`src/rtl/fpu_pack_s2h_x4_pkg.sv`:
```
`default_nettype none
// ============================================================================
// Module      : fpu_pack_s2h_x4_pkg
// Description : Shared lane geometry and binary16 constants for the packer.
// Revision    : 1.0 - initial release
// ============================================================================
package fpu_pack_s2h_x4_pkg;

    localparam int          c_LANE_COUNT   = 4;
    localparam int          c_LANE_WIDTH   = 16;
    localparam logic [4:0]  c_HALF_EXP_MAX = 5'h1F;

    typedef logic [c_LANE_WIDTH-1:0] half_t;
    typedef logic [$clog2(c_LANE_COUNT)-1:0] lane_t;

    localparam lane_t c_LAST_LANE = lane_t'(c_LANE_COUNT - 1);

endpackage
`default_nettype wire

```
`src/rtl/fpu_pack_s2h_x4_if.sv`:
```
`default_nettype none
// ============================================================================
// Module      : fpu_pack_s2h_x4_if
// Description : Input word stream and packed output group stream.
// Revision    : 1.0 - initial release
// ============================================================================
interface fpu_pack_s2h_x4_if;
    import fpu_pack_s2h_x4_pkg::*;

    logic                                 inValid;
    logic                                 inReady;
    logic [31:0]                          inData;
    logic                                 inLast;
    logic                                 outValid;
    logic                                 outReady;
    logic [c_LANE_COUNT*c_LANE_WIDTH-1:0] outData;
    logic [c_LANE_COUNT-1:0]              outMask;
    logic [c_LANE_COUNT-1:0]              outSat;

    modport master (
        output inValid, inData, inLast, outReady,
        input  inReady, outValid, outData, outMask, outSat
    );

    modport slave (
        input  inValid, inData, inLast, outReady,
        output inReady, outValid, outData, outMask, outSat
    );
endinterface
`default_nettype wire

```
`src/rtl/fpu_cvt_s2h_lane.sv`:
```
`default_nettype none
// ============================================================================
// Module      : fpu_cvt_s2h_lane
// Description : Combinational binary32 -> binary16 truncating converter.
// Revision    : 1.0 - initial release
// ============================================================================
module fpu_cvt_s2h_lane
    import fpu_pack_s2h_x4_pkg::*;
(
    input  logic [31:0] i_word,
    output half_t       o_half,
    output logic        o_sat
);

    logic       w_sign;
    logic [9:0] w_mant;
    logic       w_unusedLsbs;

    assign w_sign       = i_word[31];
    assign w_mant       = i_word[22:13];
    assign w_unusedLsbs = ^i_word[12:0];

    // Only exponents 0x78..0x87 map directly; above saturates, below flushes to +0.
    always_comb begin
        o_sat  = 1'b0;
        o_half = {1'b0, 5'h00, w_mant};
        if (i_word[30:26] == 5'h0F || i_word[30:26] == 5'h10) begin
            o_half = {w_sign, i_word[30], i_word[26:23], w_mant};
        end else if (i_word[30]) begin
            o_half = {w_sign, c_HALF_EXP_MAX, w_mant};
            o_sat  = 1'b1;
        end
    end

endmodule
`default_nettype wire

```
`src/rtl/fpu_pack_s2h_x4.sv`:
```
`default_nettype none
// ============================================================================
// Module      : fpu_pack_s2h_x4
// Description : Converts binary32 words to binary16 and packs four per group.
// Revision    : 1.0 - initial release
// ============================================================================
module fpu_pack_s2h_x4
    import fpu_pack_s2h_x4_pkg::*;
(
    input  logic                     clk,
    input  logic                     rst,
    fpu_pack_s2h_x4_if.slave         bus
);

    lane_t                          r_lane;
    half_t [c_LANE_COUNT-1:0]       r_buf;
    logic  [c_LANE_COUNT-1:0]       r_mask;
    logic  [c_LANE_COUNT-1:0]       r_sat;
    half_t [c_LANE_COUNT-1:0]       r_outData;
    logic  [c_LANE_COUNT-1:0]       r_outMask;
    logic  [c_LANE_COUNT-1:0]       r_outSat;
    logic                           r_outValid;

    half_t                          w_half;
    logic                           w_sat;
    logic                           w_accept;
    logic                           w_complete;
    half_t [c_LANE_COUNT-1:0]       w_nextBuf;
    logic  [c_LANE_COUNT-1:0]       w_nextMask;
    logic  [c_LANE_COUNT-1:0]       w_nextSat;

    fpu_cvt_s2h_lane u_cvt (
        .i_word (bus.inData),
        .o_half (w_half),
        .o_sat  (w_sat)
    );

    assign bus.inReady  = !r_outValid || bus.outReady;
    assign bus.outValid = r_outValid;
    assign bus.outData  = r_outData;
    assign bus.outMask  = r_outMask;
    assign bus.outSat   = r_outSat;

    assign w_accept   = bus.inValid && bus.inReady;
    assign w_complete = w_accept && (r_lane == c_LAST_LANE || bus.inLast);

    // Buffer as it looks with the current word merged, so a completing lane is included.
    always_comb begin
        w_nextBuf          = r_buf;
        w_nextMask         = r_mask;
        w_nextSat          = r_sat;
        w_nextBuf[r_lane]  = w_half;
        w_nextMask[r_lane] = 1'b1;
        w_nextSat[r_lane]  = w_sat;
    end

    always_ff @(posedge clk or posedge rst) begin
        if (rst) begin
            r_lane     <= '0;
            r_buf      <= '0;
            r_mask     <= '0;
            r_sat      <= '0;
            r_outData  <= '0;
            r_outMask  <= '0;
            r_outSat   <= '0;
            r_outValid <= 1'b0;
        end else if (w_complete) begin
            r_outData  <= w_nextBuf;
            r_outMask  <= w_nextMask;
            r_outSat   <= w_nextSat;
            r_outValid <= 1'b1;
            r_lane     <= '0;
            r_buf      <= '0;
            r_mask     <= '0;
            r_sat      <= '0;
        end else begin
            if (w_accept) begin
                r_buf  <= w_nextBuf;
                r_mask <= w_nextMask;
                r_sat  <= w_nextSat;
                r_lane <= r_lane + lane_t'(1);
            end
            if (r_outValid && bus.outReady) begin
                r_outValid <= 1'b0;
            end
        end
    end

endmodule
`default_nettype wire

```
`src/flat_wrapper.sv`:
```
// flat-port wrapper written by rule: the top's interface ports become plain ports
module fpu_pack_s2h_x4_flat import fpu_pack_s2h_x4_pkg::*;
  (clk, rst, bus_inValid, bus_inData, bus_inLast, bus_outReady, bus_inReady, bus_outValid, bus_outData, bus_outMask, bus_outSat);
  fpu_pack_s2h_x4_if bus_i ();
  input  logic clk;
  input  logic rst;
  input wire logic [$bits(bus_i.inValid)-1:0] bus_inValid;
  input wire logic [$bits(bus_i.inData)-1:0] bus_inData;
  input wire logic [$bits(bus_i.inLast)-1:0] bus_inLast;
  input wire logic [$bits(bus_i.outReady)-1:0] bus_outReady;
  output wire logic [$bits(bus_i.inReady)-1:0] bus_inReady;
  output wire logic [$bits(bus_i.outValid)-1:0] bus_outValid;
  output wire logic [$bits(bus_i.outData)-1:0] bus_outData;
  output wire logic [$bits(bus_i.outMask)-1:0] bus_outMask;
  output wire logic [$bits(bus_i.outSat)-1:0] bus_outSat;
  assign bus_i.inValid = bus_inValid;
  assign bus_i.inData = bus_inData;
  assign bus_i.inLast = bus_inLast;
  assign bus_i.outReady = bus_outReady;
  assign bus_inReady = bus_i.inReady;
  assign bus_outValid = bus_i.outValid;
  assign bus_outData = bus_i.outData;
  assign bus_outMask = bus_i.outMask;
  assign bus_outSat = bus_i.outSat;
  fpu_pack_s2h_x4 u_core (.clk(clk), .rst(rst), .bus(bus_i));
endmodule
```
`config.mk`:
```
export PLATFORM = sky130hd
export DESIGN_NAME = fpu_pack_s2h_x4_flat
export DESIGN_NICKNAME = d
export VERILOG_FILES = /design/src/rtl/fpu_pack_s2h_x4_pkg.sv /design/src/rtl/fpu_pack_s2h_x4_if.sv /design/src/rtl/fpu_cvt_s2h_lane.sv /design/src/rtl/fpu_pack_s2h_x4.sv /design/src/flat_wrapper.sv
export SDC_FILE = /design/constraint.sdc
export NUM_CORES = 1
export LEC_CHECK = 0
export ABC_AREA = 1
export CAP_MARGIN = 0
export CORE_UTILIZATION = 55
export CTS_BUF_LIST = sky130_fd_sc_hd__clkbuf_2 sky130_fd_sc_hd__clkbuf_4 sky130_fd_sc_hd__clkbuf_8
export DETAILED_ROUTE_END_ITERATION = 12
export GPL_TIMING_DRIVEN = 0
export PLACE_DENSITY = 0.82
export RECOVER_POWER = 50
export SYNTH_ARGS = -nofsm -noshare
export SYNTH_HDL_FRONTEND = slang
export SYNTH_SLANG_ARGS = --single-unit
export TNS_END_PERCENT = 5
```
`constraint.sdc`:
```
create_clock -name clk -period 11.4 [get_ports clk]
set_clock_uncertainty 0.15 [all_clocks]
set_input_delay 2.28 -clock clk [delete_from_list [all_inputs] [get_ports clk]]
set_output_delay 2.28 -clock clk [all_outputs]
set_load 0.01 [all_outputs]
```
==> reports/results.tsv, run 1 <==
metric	value	unit
routed wire length	16400	um
Setup crit start kind	input pin	
DR vias/cell	5.39	
FF/Latch Area	3680	um2
register-to-register setup slack	9.13	ns
Worst R2R Path Depth	7	
HPWL Detailed	11400	um
Die Width	110	um
setup bufs post-CTS	0	
hold depth	2	
Die H	110	um
CTS sink cnt	147	
drt drc	0	
Worst Path Required	8.97	ns
Tot GR Track Use	0.285	
port bufs	97	
VDD IR max	0.122	mV
Rel. slew slack	-0.689	
Post-DRT Antenna Nets	0	
Post-Syn Area per Cell	8.23	um2
Tcrit/Tclk final	0.527	
DRT Pass-1 Iters	7	
TritonCTS clock tree	yes	
maximum number of pins on one net before global-route repair	91	
Fmax	166	MHz
number of fill cells	933	
synthesized instance count	786	
Critical Path Max Stage Delay	0.57	ns
pwr/cell area	195	nW/um2
post_cts resized	0	
M2 GR Usage	0.448	
grt met3 use	0.0631	
syn nets	827	
Final setup viols	0	
Wirelength per Cell	15.5	um
Worst R2R Start	u_core.r_lane[0]	
initial antenna violation count	0	
initial DRC count	479	
via count	5704	
critical path, cell by cell	dlygate4sd3_1 -> inv_1 -> nand2_1 -> clkdlybuf4s50_1	
Worst-path clk slew	0.08	ns
crit end category	output port	
area taken by multi-input logic gates	2240	um2
dpl cells	1027	
GRT overflow	0	
min-delay src	u_core.r_mask[3]	
fin crit period	6.01	ns
Clk Latency, worst-skew pair	0.44	ns
register bit total from synthesis	147	
Core ar.	11400	um2
CP top delay family	buffers and inverters	
worst hold path type	register to register	
GR peak layer	met2	
number of global-route vias before repair	5500	
worst path bufs/invs	3	
total negative slack	0	ns
RSZ-0062 raised after global routing	no	
TritonCTS buffer count	17	
max-slew violations	58	
Non-Filler Instances	1059	
Layout area overhead	24.2	%
Max clock buf depth	2	
Initial Utilization	0.566	
Hold Path Sink	u_core.r_mask[3]	
Yosys warnings	0	
antenna cells	0	
Leakage Power	3.97	nW
Finished Core Util	0.703	
FF-to-FF End	u_core.r_buf[6]	
Hold Buf Count CTS	0	
htree depth	4	
Crit Path Category	input pin to output port	
share of cells above drive strength 1	0.0786	
count of different cell masters after synthesis	20	
status	finished with violations	
slowest CP cell	clkdlybuf4s50_1	
first-pass GRT wire length	27200	um
met1 Resource Use GR	0.379	
Worst-Margin Slew	2.52	ns
gpl congestion	0.814	
final hold violations	0	
nets@finish	944	
root buf cell	clkbuf_8	
Max-Cap Viols	1	
Seq/Total Area, Yosys	0.569	
Cell Area, Synth	6470	um2
CP Max Fanout	3	
failing checks	capacitance limit, slew limit	
Worst EP arrival	3.58	ns
io pins	111	
die area	12200	um2
Rows	39	
## power by group
part	internal, mW	total (mW)	switching, mW
logic	0.212	0.466	0.254
clock network	0.228	0.418	0.190
registers	0.627	0.679	0.0524
total	1.07	1.56	0.497
## final cells by class
type / instances / share of cell area
Buffer: 44 / 0.0259
Inverter: 83 / 0.0390
Sequential cell: 147 / 0.458
Timing Repair Buffer: 98 / 0.124
Tap cell: 143 / 0.0223
Multi-Input combinational cell: 512 / 0.278
Clock inverter: 9 / 0.0125
Clock buffer: 23 / 0.0394
## worst register-to-register path: stages (launching register included)
cell	delay [ns]
dfrtp_1	0.41
ha_1	0.26
nor2_2	0.18
inv_2	0.04
nor2_1	0.40
inv_1	0.27
clkbuf_1	0.29
o22ai_1	0.21
## cell usage in the layout (no fill, tap or decap), types with 10 or more instances in the layout
| cell type | instances |
|---|---|
| clkdlybuf4s50_1 | 95 |
| o22ai_1 | 16 |
| nand3_1 | 49 |
| or2_2 | 12 |
| o21ai_1 | 10 |
| clkbuf_1 | 22 |
| inv_1 | 79 |
| nand2_1 | 314 |
| o21ai_0 | 93 |
| buf_2 | 16 |
| dfrtp_1 | 147 |
| clkbuf_8 | 23 |
## how the worst max path moves through the flow
stage / cells after the start / endpoint / start / slack, ns
after floorplan: 1 / u_core.bus.outData[0] / rst / 5.02
after global placement: 2 / u_core.bus.outData[43] / rst / 3.15
after detailed placement: 4 / bus_inReady / bus_outReady / 5.50
after CTS: 4 / bus_inReady / bus_outReady / 5.50
after global routing: 4 / bus_inReady / bus_outReady / 5.31
final: 4 / bus_inReady / bus_outReady / 5.39
## metal layers
layer / routed length, um / up-vias
met2: 7900 / 189
met3: 1010 / 48
met5: 0 / -
met1: 7000 / 2777
li1: - / 2690
met4: 527 / 0
## Yosys cell counts
master / instances / area share
o21ai_1: 10 / 0.0077
or2_2: 12 / 0.012
clkbuf_1: 16 / 0.0093
inv_2: 4 / 0.0023
o21ai_0: 93 / 0.072
ha_1: 4 / 0.0077
nand3_1: 49 / 0.038
nand4_1: 5 / 0.0048
nor2_1: 3 / 0.0017
nor2_2: 1 / 0.00097
o22ai_1: 16 / 0.015
dfrtp_1: 147 / 0.57
inv_1: 79 / 0.046
nand2_1: 312 / 0.18
nand2_2: 1 / 0.00097
buf_2: 22 / 0.017
buf_4: 6 / 0.0070
a21oi_1: 3 / 0.0023
nand2_4: 1 / 0.0017
nor2_4: 2 / 0.0035
## flip-flops by register name, indices dropped and copies added (netlist names)
| register | flops |
|---|---|
| u_core.bus.outSat | 4 |
| u_core.r_sat | 4 |
| u_core.bus.outData | 64 |
| u_core.r_lane | 2 |
| u_core.bus.outValid | 1 |
| u_core.r_mask | 4 |
| u_core.bus.outMask | 4 |
| u_core.r_buf | 64 |
## stage by stage
| stage | area, um2 | setup WS (ns) | power, mW | hold slack [ns] |
|---|---|---|---|---|
| 3_5_place_dp | 7650 | 5.50 | 1.15 | 0.298 |
| 5_1_grt | 8030 | 5.31 | 1.65 | 0.343 |
| 3_3_place_gp | 7620 | 3.15 | 1.14 | 0.296 |
| 2_1_floorplan | 6470 | 5.02 | 0.927 | 0.281 |
| 6_report | 8030 | 5.39 | 1.56 | 0.321 |
| 4_1_cts | 8070 | 5.50 | 1.57 | 0.318 |
## kinds of logic (layout without fill, tap and decap cells)
logic type	Yosys count	in the layout	share of synthesized area
AO/OA/AOI/OAI	122	122	0.0975
buffers and inverters	127	257	0.0815
AND/OR/NAND/NOR	386	386	0.244
adder cells (fa/ha/maj)	4	4	0.00774
flip-flops	147	147	0.569
No activity file was read; power rests on OpenSTA's default activity.
==> run 2: changes to the inputs <==
==> constraint.sdc (replaced) <==
create_clock -name clk -period 5.6 [get_ports clk]
set_clock_uncertainty 0.15 [all_clocks]
set_input_delay 1.12 -clock clk [delete_from_list [all_inputs] [get_ports clk]]
set_output_delay 1.12 -clock clk [all_outputs]
set_load 0.01 [all_outputs]
==> results of run 2 <==
The final DEF is identical to that of run 1. Status: finished with violations: capacitance limit, slew limit.
Among the figures that moved: setup slack after placement 5.50 ns -> 2.02 ns; setup slack after layout 5.39 ns -> 1.91 ns; register-to-register setup slack 9.13 ns -> 3.33 ns; total power 1.56 mW -> 3.18 mW; worst IR drop on VDD 0.122 mV -> 0.247 mV
==> run 3: changes to the inputs <==
==> constraint.sdc (replaced) <==
create_clock -name clk -period 3.85 [get_ports clk]
set_clock_uncertainty 0.15 [all_clocks]
set_input_delay 0.77 -clock clk [delete_from_list [all_inputs] [get_ports clk]]
set_output_delay 0.77 -clock clk [all_outputs]
set_load 0.01 [all_outputs]
==> reports/results.tsv, run 3 (synthesis gave the netlist of run 1 again) <==
metric	value	unit
Finished Core Util	0.702	
Initial Utilization	0.566	
via count	5690	
area taken by multi-input logic gates	2240	um2
Tot GR Track Use	0.284	
Wirelength per Cell	15.5	um
Rows	39	
Worst Path Required	2.93	ns
slowest CP cell	clkdlybuf4s50_1	
total negative slack	0	ns
Max-Cap Viols	0	
number of fill cells	925	
htree depth	4	
critical path, cell by cell	dlygate4sd3_1 -> inv_1 -> nand2_1 -> clkdlybuf4s50_1	
share of cells above drive strength 1	0.0740	
Max clock buf depth	2	
Worst-Margin Slew	1.39	ns
Die Width	110	um
port bufs	97	
maximum number of pins on one net before global-route repair	43	
final hold violations	0	
CP Max Fanout	3	
initial DRC count	589	
Fmax	341	MHz
io pins	111	
Crit Path Category	input pin to output port	
worst hold path type	register to register	
GRT overflow	0	
Leakage Power	3.94	nW
Setup crit start kind	input pin	
Worst-path clk slew	0.09	ns
die area	12200	um2
antenna cells	0	
Core ar.	11400	um2
VDD IR max	0.317	mV
Clk Latency, worst-skew pair	0.44	ns
CTS sink cnt	147	
commonest non-fill, non-tap cell in the layout	nand2_1	
most frequent cells in the layout	nand2_1 (314), dfrtp_1 (147), clkdlybuf4s50_1 (95)	
max-slew violations	0	
Post-DRT Antenna Nets	0	
Die H	110	um
fin crit period	2.93	ns
Worst EP arrival	2.01	ns
TritonCTS clock tree	yes	
first-pass GRT wire length	27600	um
HPWL Detailed	11500	um
initial antenna violation count	0	
worst path bufs/invs	3	
FF/Latch Area	3680	um2
nets@finish	947	
RSZ-0062 raised after global routing	no	
Hold Buf Count CTS	0	
Rel. slew slack	0.0701	
post_cts resized	0	
crit end category	output port	
Critical Path Max Stage Delay	0.56	ns
root buf cell	clkbuf_8	
number of global-route vias before repair	5571	
Tcrit/Tclk final	0.761	
status	finished clean	
routed wire length	16500	um
TritonCTS buffer count	17	
drt drc	0	
gpl congestion	0.855	
DRT Pass-1 Iters	5	
pwr/cell area	575	nW/um2
Layout area overhead	23.9	%
CP top delay family	buffers and inverters	
Final setup viols	0	
DR vias/cell	5.36	
setup bufs post-CTS	0	
[run 3: changes by cell type in the layout (fill, tap and decap cells not counted)]
cell / delta
clkinv_2: -4
buf_16: -1
clkinv_4: +4
buf_12: +2
clkbuf_2: +1
inv_6: +4
buf_4: -5
clkinv_1: +1
clkbuf_1: +6
clkbuf_4: +2
clkbuf_8: -6
inv_2: -1
[run 3: worst paths after layout]
check	start	to	slack (ns)	depth (start not counted)
max reg2reg	u_core.r_lane[0]	u_core.bus.outData[25]	1.50	8
max	bus_outReady	bus_inReady	0.92	4
min reg2reg	u_core.bus.outData[37]	u_core.bus.outData[37]	0.33	2
max in group asynchronous	rst	u_core.r_buf[62]	1.12	4
min	u_core.bus.outData[37]	u_core.bus.outData[37]	0.33	2
min in group asynchronous	rst	u_core.bus.outData[39]	0.72	2
[run 3: layout make-up]
type	instances	share of cell area
flip-flops and latches	147	0.459
multi-input cells	512	0.279
repair buffers	101	0.127
inverters	83	0.0390
clock buffers	19	0.0311
plain buffers	44	0.0236
well taps	143	0.0223
clock inverters	13	0.0187
[run 3: layer usage]
| layer | up-vias | share of wire | global-route usage |
|---|---|---|---|
| li1 | 2702 | - | - |
| met1 | 2681 | 0.44 | 0.403 |
| met2 | 259 | 0.46 | 0.446 |
| met3 | 48 | 0.068 | 0.0477 |
| met4 | 0 | 0.028 | 0.101 |
| met5 | - | 0 | 0 |
[run 3: worst min-delay path, delay by kind of cell, from the launching register on]
family           cells  cell delay (ns)
AND/OR/NAND/NOR      2             0.10
flip-flops           1             0.35
[run 3: where the power goes]
group	internal, mW	total [mW]	leakage [nW]	switching, mW
Sequential	1.85	2.01	1.97	0.156
Clock	0.601	1.22	0.198	0.622
Combinational	0.624	1.37	1.77	0.749
Total	3.08	4.61	3.94	1.53
[run 3: metrics by stage]
| stage | worst slack, ns | total power, mW | cells | cell area (um2) | hold slack [ns] |
|---|---|---|---|---|---|
| after global placement | -0.152 | 3.36 | 1026 | 7620 | 0.294 |
| after detailed placement | 1.00 | 3.41 | 1030 | 7700 | 0.308 |
| after CTS | 1.00 | 4.62 | 1062 | 8100 | 0.329 |
| after floorplan | 1.08 | 2.74 | 786 | 6470 | 0.281 |
| after global routing | 0.667 | 4.86 | 1062 | 8010 | 0.348 |
| final | 0.921 | 4.61 | 1062 | 8010 | 0.327 |
